`config.mk`:
```
export PLATFORM = sky130hd
export DESIGN_NAME = pipelined_expr_unit
export DESIGN_NICKNAME = d
export VERILOG_FILES = /design/src/rtl/pipelined_expr_pkg.sv /design/src/rtl/pipelined_expr_unit_stage_ctl.sv /design/src/rtl/pipelined_expr_unit.sv
export SDC_FILE = /design/constraint.sdc
export NUM_CORES = 1
export LEC_CHECK = 0
export CAP_MARGIN = 10
export CORE_MARGIN = 2
export CORE_UTILIZATION = 29
export CTS_CLUSTER_SIZE = 12
export DETAILED_ROUTE_END_ITERATION = 8
export GPL_TIMING_DRIVEN = 0
export PLACE_DENSITY = 0.54
export RECOVER_POWER = 50
export SLEW_MARGIN = 20
export SYNTH_ARGS = -nofsm -noshare
export SYNTH_HDL_FRONTEND = slang
export SYNTH_SLANG_ARGS = --single-unit
```
`constraint.sdc`:
```
create_clock -name clk -period 9.5 [get_ports clk]
set_input_delay 2.375 -clock clk [delete_from_list [all_inputs] [get_ports clk]]
set_output_delay 2.375 -clock clk [all_outputs]
set_load 0.05 [all_outputs]
```
`src/rtl/pipelined_expr_pkg.sv`:
```
// Shared constants for the pipelined f = ((a+b) op (c-d)) * d unit:
// operation modes and width helpers derived from the operand width N.
package pipelined_expr_pkg;

    localparam logic [1:0] MODE_ADDSUB = 2'd0;
    localparam logic [1:0] MODE_SUBSUB = 2'd1;
    localparam logic [1:0] MODE_NOMUL  = 2'd2;
    localparam logic [1:0] MODE_X1MUL  = 2'd3;

    localparam int DEFAULT_N = 10;

    function automatic int x1_w(input int n);
        return n + 1;
    endfunction

    function automatic int x3_w(input int n);
        return n + 3;
    endfunction

    function automatic int p_w(input int n);
        return 2 * n + 4;
    endfunction

endpackage

```
`src/rtl/pipelined_expr_unit_stage_ctl.sv`:
```
// One pipeline slot: a valid bit plus the advance/enable decision used by
// the datapath registers of that slot.
module pipe_stage_ctl (
    input  logic clk,
    input  logic rst_n,
    input  logic flush,
    input  logic load,
    input  logic next_advance,
    output logic valid,
    output logic advance,
    output logic enable
);

    // A slot can take new contents when it is empty or its occupant moves on.
    assign advance = !valid || next_advance;
    assign enable  = advance && load;

    always_ff @(posedge clk or negedge rst_n) begin
        if (!rst_n) begin
            valid <= 1'b0;
        end else if (flush) begin
            valid <= 1'b0;
        end else if (advance) begin
            valid <= load;
        end
    end

endmodule

```
`src/rtl/pipelined_expr_unit.sv`:
```
// Three-stage valid/ready pipeline computing f = ((a+b) op (c-d)) * d with
// per-transaction mode, optional output saturation, flush and occupancy.
module pipelined_expr_unit
    import pipelined_expr_pkg::*;
#(
    parameter int N     = DEFAULT_N,
    parameter int OUT_W = 2 * N + 4
) (
    input  logic                    clk,
    input  logic                    rst_n,
    input  logic                    flush,
    input  logic                    in_valid,
    output logic                    in_ready,
    input  logic [1:0]              mode,
    input  logic [N-1:0]            a,
    input  logic [N-1:0]            b,
    input  logic [N-1:0]            c,
    input  logic [N-1:0]            d,
    output logic                    out_valid,
    input  logic                    out_ready,
    output logic signed [OUT_W-1:0] f,
    output logic                    ovf,
    output logic [1:0]              occupancy
);

    localparam int X1_W = x1_w(N);
    localparam int X3_W = x3_w(N);
    localparam int P_W  = p_w(N);

    localparam logic signed [P_W-1:0] SAT_MAX = {{(P_W-OUT_W+1){1'b0}}, {(OUT_W-1){1'b1}}};
    localparam logic signed [P_W-1:0] SAT_MIN = ~SAT_MAX;

    logic v1, v2, v3;
    logic adv1, adv2, adv3;
    logic en1, en2, en3;
    logic in_fire;

    assign in_ready = !flush && adv1;
    assign in_fire  = in_valid && in_ready;

    pipe_stage_ctl u_s1 (.clk(clk), .rst_n(rst_n), .flush(flush), .load(in_fire),
                         .next_advance(adv2), .valid(v1), .advance(adv1), .enable(en1));
    pipe_stage_ctl u_s2 (.clk(clk), .rst_n(rst_n), .flush(flush), .load(v1),
                         .next_advance(adv3), .valid(v2), .advance(adv2), .enable(en2));
    pipe_stage_ctl u_s3 (.clk(clk), .rst_n(rst_n), .flush(flush), .load(v2),
                         .next_advance(out_ready), .valid(v3), .advance(adv3), .enable(en3));

    assign out_valid = v3;
    assign occupancy = 2'(v1) + 2'(v2) + 2'(v3);

    logic        [X1_W-1:0] x1;
    logic signed [X1_W-1:0] x2;
    logic        [N-1:0]    d1, d2;
    logic        [1:0]      m1, m2;
    logic signed [X3_W-1:0] x3, x3_next;
    logic signed [P_W-1:0]  p;
    logic        [OUT_W-1:0] f_next;
    logic                   ovf_next;

    always_comb begin
        x3_next = '0;
        case (m1)
            MODE_ADDSUB, MODE_NOMUL: x3_next = $signed({2'b00, x1}) + X3_W'(x2);
            MODE_SUBSUB:             x3_next = $signed({2'b00, x1}) - X3_W'(x2);
            MODE_X1MUL:              x3_next = $signed({2'b00, x1});
            default:                 x3_next = '0;
        endcase
    end

    // Clamp only when the output is narrower than the full-precision product.
    always_comb begin
        p        = (m2 == MODE_NOMUL) ? P_W'(x3) : P_W'(x3) * $signed(P_W'({1'b0, d2}));
        f_next   = p[OUT_W-1:0];
        ovf_next = 1'b0;
        if (OUT_W < P_W) begin
            if (p > SAT_MAX) begin
                f_next   = SAT_MAX[OUT_W-1:0];
                ovf_next = 1'b1;
            end else if (p < SAT_MIN) begin
                f_next   = SAT_MIN[OUT_W-1:0];
                ovf_next = 1'b1;
            end
        end
    end

    always_ff @(posedge clk or negedge rst_n) begin
        if (!rst_n) begin
            x1  <= '0;
            x2  <= '0;
            d1  <= '0;
            m1  <= '0;
            x3  <= '0;
            d2  <= '0;
            m2  <= '0;
            f   <= '0;
            ovf <= 1'b0;
        end else begin
            if (en1) begin
                x1 <= {1'b0, a} + {1'b0, b};
                x2 <= $signed({1'b0, c}) - $signed({1'b0, d});
                d1 <= d;
                m1 <= mode;
            end
            if (en2) begin
                x3 <= x3_next;
                d2 <= d1;
                m2 <= m1;
            end
            if (en3) begin
                f   <= f_next;
                ovf <= ovf_next;
            end
        end
    end

endmodule

```
==> results.md <==
* Initial antenna violation count at 0
* Final Hold Viols at 0
* Mean post-synth cell area at 8.67 µm²
* Worst-case clock buffer depth at 2
* Hold Path Cell Cnt at 2
* Worst setup SP type: primary input
* GRT met3 Usage at 0.0198
* Pre-CTS WS at 2860 ps
* Root Buffer: clkbuf_16
* Reg2reg end: f[21]
* ANT nets after route at 0
* CTS clock-pin slew for the worst setup and hold paths at ~70 ps
* Top Family by Delay on Critical Path: buffers and inverters
* CTS Hold Bufs at 0
* Rows at 69
* Seq/Total Area, Yosys at 0.209
* DRC violations left at 0
* Mapped cell area at 10300 µm²
* Area grow syn2layout at 15.7%
* Diodes inserted at 0
* Vias at 8213
* Overall routing resource usage at 0.155
* Number of instances in the placed design at 1723
* HP Start: d1[0]
* Critical Path RT at 7130 ps
* Worst path buffer plus inverter count at 2
* Die area at 37000 µm²
* Share of cells above drive strength 1 at 0.0305
* Top Usage Layer GRT: met2
* Num ports at 76
* CP Class: in -> out
* Fin worst setup slack at 2800 ps
* CTS Sinks at 86
* Final Util at 0.338
* Met1 usage at 0.192
* Number of global-route vias before repair at slightly below 9000
* 1st-iter DRT viols at between 300 and 400
* DR WL/cell at 15.4 µm
* Met2 Usage GRT at 0.284
* Initial Util at 0.292
* Post-CTS Setup Bufs at 0
* Worst Tran Pin Value at 2590 ps
* Post-synthesis cell type count at 64
* Post-route setup TNS at 0 ps
* Slew headroom at -0.726
* Outcome: finished, violations left
* Slew Limit Fails at 89
* Grt total ovfl at 0
* Global-route wire length before repair at approximately 45 mm
* Crit-path max FO at 7
* Largest net degree at the start of global routing at between 40 and 50
* # setup viols final at 0
* DRT Wirelength at 26.8 mm
* RSZ-0062 raised after global routing: false
* CTS tree: built
* Half-perimeter wire length after placement at 22.5 mm
* YS warnings at 0
* Synth Register Bits at 86
* Crit end category: output port
* Achievable Freq at 0.149 GHz
* Port Buffers at 74
* Final Non-Filler Cells at 1739
* Worst R2R Start: x3[12]
* Post-synth ARST share at 1.00
* Die Span X at ~190 µm
* Reg-to-reg slack, setup at around 3400 ps
* Gp weighted congestion at 0.830
* Pre-Repair DR Iteration Count at 5
* Skew-Pair Late Insertion Delay at 360 ps
* Max_cap viols at 2
* Final Cycle Share at 0.705
* Crit path DAT at approximately 4300 ps
* Hold EP: d2[0]
* Mapped Cells at 1187
* Class of the worst hold path: reg -> reg
* Slowest-stage cell, CP: clkdlybuf4s50_1
* Post_cts resized at 0
* EDFF count, synth at 0
* Clk_skew at 14.4 ps
* Core area at 35200 µm²
* Net count after synthesis at around 1400
* Vias per cell at 4.72
* Reg2reg path depth at 18
* Failing checks: capacitance limit, slew limit
* Critical path's largest stage delay at 900 ps
* Nets at between 1500 and 2000
* # H-tree levels at 3
* Die Y at 192 µm
* Ys flop type: dfrtp_1
* Post-route minimum period at 6700 ps
* Total CTS buffers at 9
* Critical path, cell by cell: dlygate4sd3_1 > nor2b_1 > a31oi_1 > clkdlybuf4s50_1
[area by class of cell]
class / instances / area, µm²
timing repair buffer: 75 / 738
inverter: 201 / 754
clock inverter: 6 / 76.3
clock buffer: 10 / 229
sequential: 86 / 2150
multi-input combinational: 851 / 7200
buffer: 49 / 193
tap: 461 / 577
fill: 3759 / 23300
[routing by layer]
| metal | vias up | share of wire |
|---|---|---|
| met4 | 0 | 0.020 |
| met5 | - | 0 |
| met1 | 4046 | 0.44 |
| met2 | 153 | 0.51 |
| met3 | 33 | 0.030 |
| li1 | 3981 | - |
[how the worst max path moves through the flow]
| stage | start | depth (start not counted) | endpoint |
|---|---|---|---|
| floorplan | out_ready | 2 | in_ready |
| global placement | rst_n | 1 | d2[8] |
| detailed placement | out_ready | 4 | in_ready |
| CTS | out_ready | 4 | in_ready |
| global route | rst_n | 2 | f[23] |
| finish | out_ready | 4 | in_ready |
[cell families (layout without fill, tap and decap cells)]
kind of cell	count (synthesis)	after routing	share of synthesized area
simple gates	383	383	0.179
buf+inv	250	341	0.0920
fa+ha+maj	212	212	0.349
compound gates	210	210	0.131
flops	86	86	0.209
xor+xnor	40	40	0.0340
mux	5	5	0.00535
other cells	1	1	0.000364
[Yosys cell counts, types with 5 or more instances]
| cell | count | area share |
|---|---|---|
| o31a_1 | 5 | 0.0043 |
| xor2_1 | 21 | 0.018 |
| fa_1 | 125 | 0.24 |
| a31oi_1 | 11 | 0.0067 |
| nor2_1 | 52 | 0.019 |
| a21o_1 | 10 | 0.0073 |
| and2_1 | 71 | 0.043 |
| nand3_1 | 14 | 0.0068 |
| o211ai_1 | 9 | 0.0066 |
| nor3b_1 | 6 | 0.0044 |
| inv_1 | 201 | 0.073 |
| nor3_1 | 12 | 0.0058 |
| nand2_1 | 176 | 0.064 |
| xnor2_1 | 19 | 0.016 |
| o21a_1 | 10 | 0.0073 |
| o21ai_1 | 5 | 0.0024 |
| nor2b_1 | 11 | 0.0067 |
| dfrtp_1 | 86 | 0.21 |
| a221o_1 | 6 | 0.0058 |
| ha_1 | 87 | 0.11 |
| nand2b_1 | 11 | 0.0067 |
| clkbuf_1 | 41 | 0.015 |
| a211oi_1 | 7 | 0.0051 |
| a21oi_1 | 49 | 0.024 |
| o21ai_0 | 58 | 0.028 |
| o31ai_1 | 10 | 0.0073 |
[layout by cell type (no fill, tap or decap), types with 11 or more instances in the layout]
cell and n:
a21oi_1 49, a31oi_1 11, and2_1 71, clkbuf_1 44
clkdlybuf4s50_1 61, dfrtp_1 86, dlygate4sd3_1 12, fa_1 125
ha_1 87, inv_1 201, nand2_1 176, nand2b_1 11
nand3_1 14, nor2_1 52, nor2b_1 11, nor3_1 12
o21ai_0 58, xnor2_1 19, xor2_1 21
[worst reg2reg max path: cells and delay by family (launching register included)]
kind	cells	cell delay (ps)
flops	1	470
simple gates	3	640
buf+inv	4	600
fa+ha+maj	6	3110
xor+xnor	1	110
compound gates	4	1050
[metrics by stage]
stage / hold slack [ps] / instance area [µm²]
final: 467 / 11900
after global routing: 510 / 11900
after CTS: 471 / 11900
after detailed placement: 457 / 11600
after global placement: 463 / 11600
after floorplan: 433 / 10300
[sequential cells by signal, summed over array words and instances (netlist names), 2 cells and up]
name	cells
x1	11
d1	10
m1	2
x3	13
d2	10
m2	2
x2	11
f	24
Power is left out: the tool's default activity adds up to more than one toggle a clock period on the data nets, which glitch-free logic cannot reach.
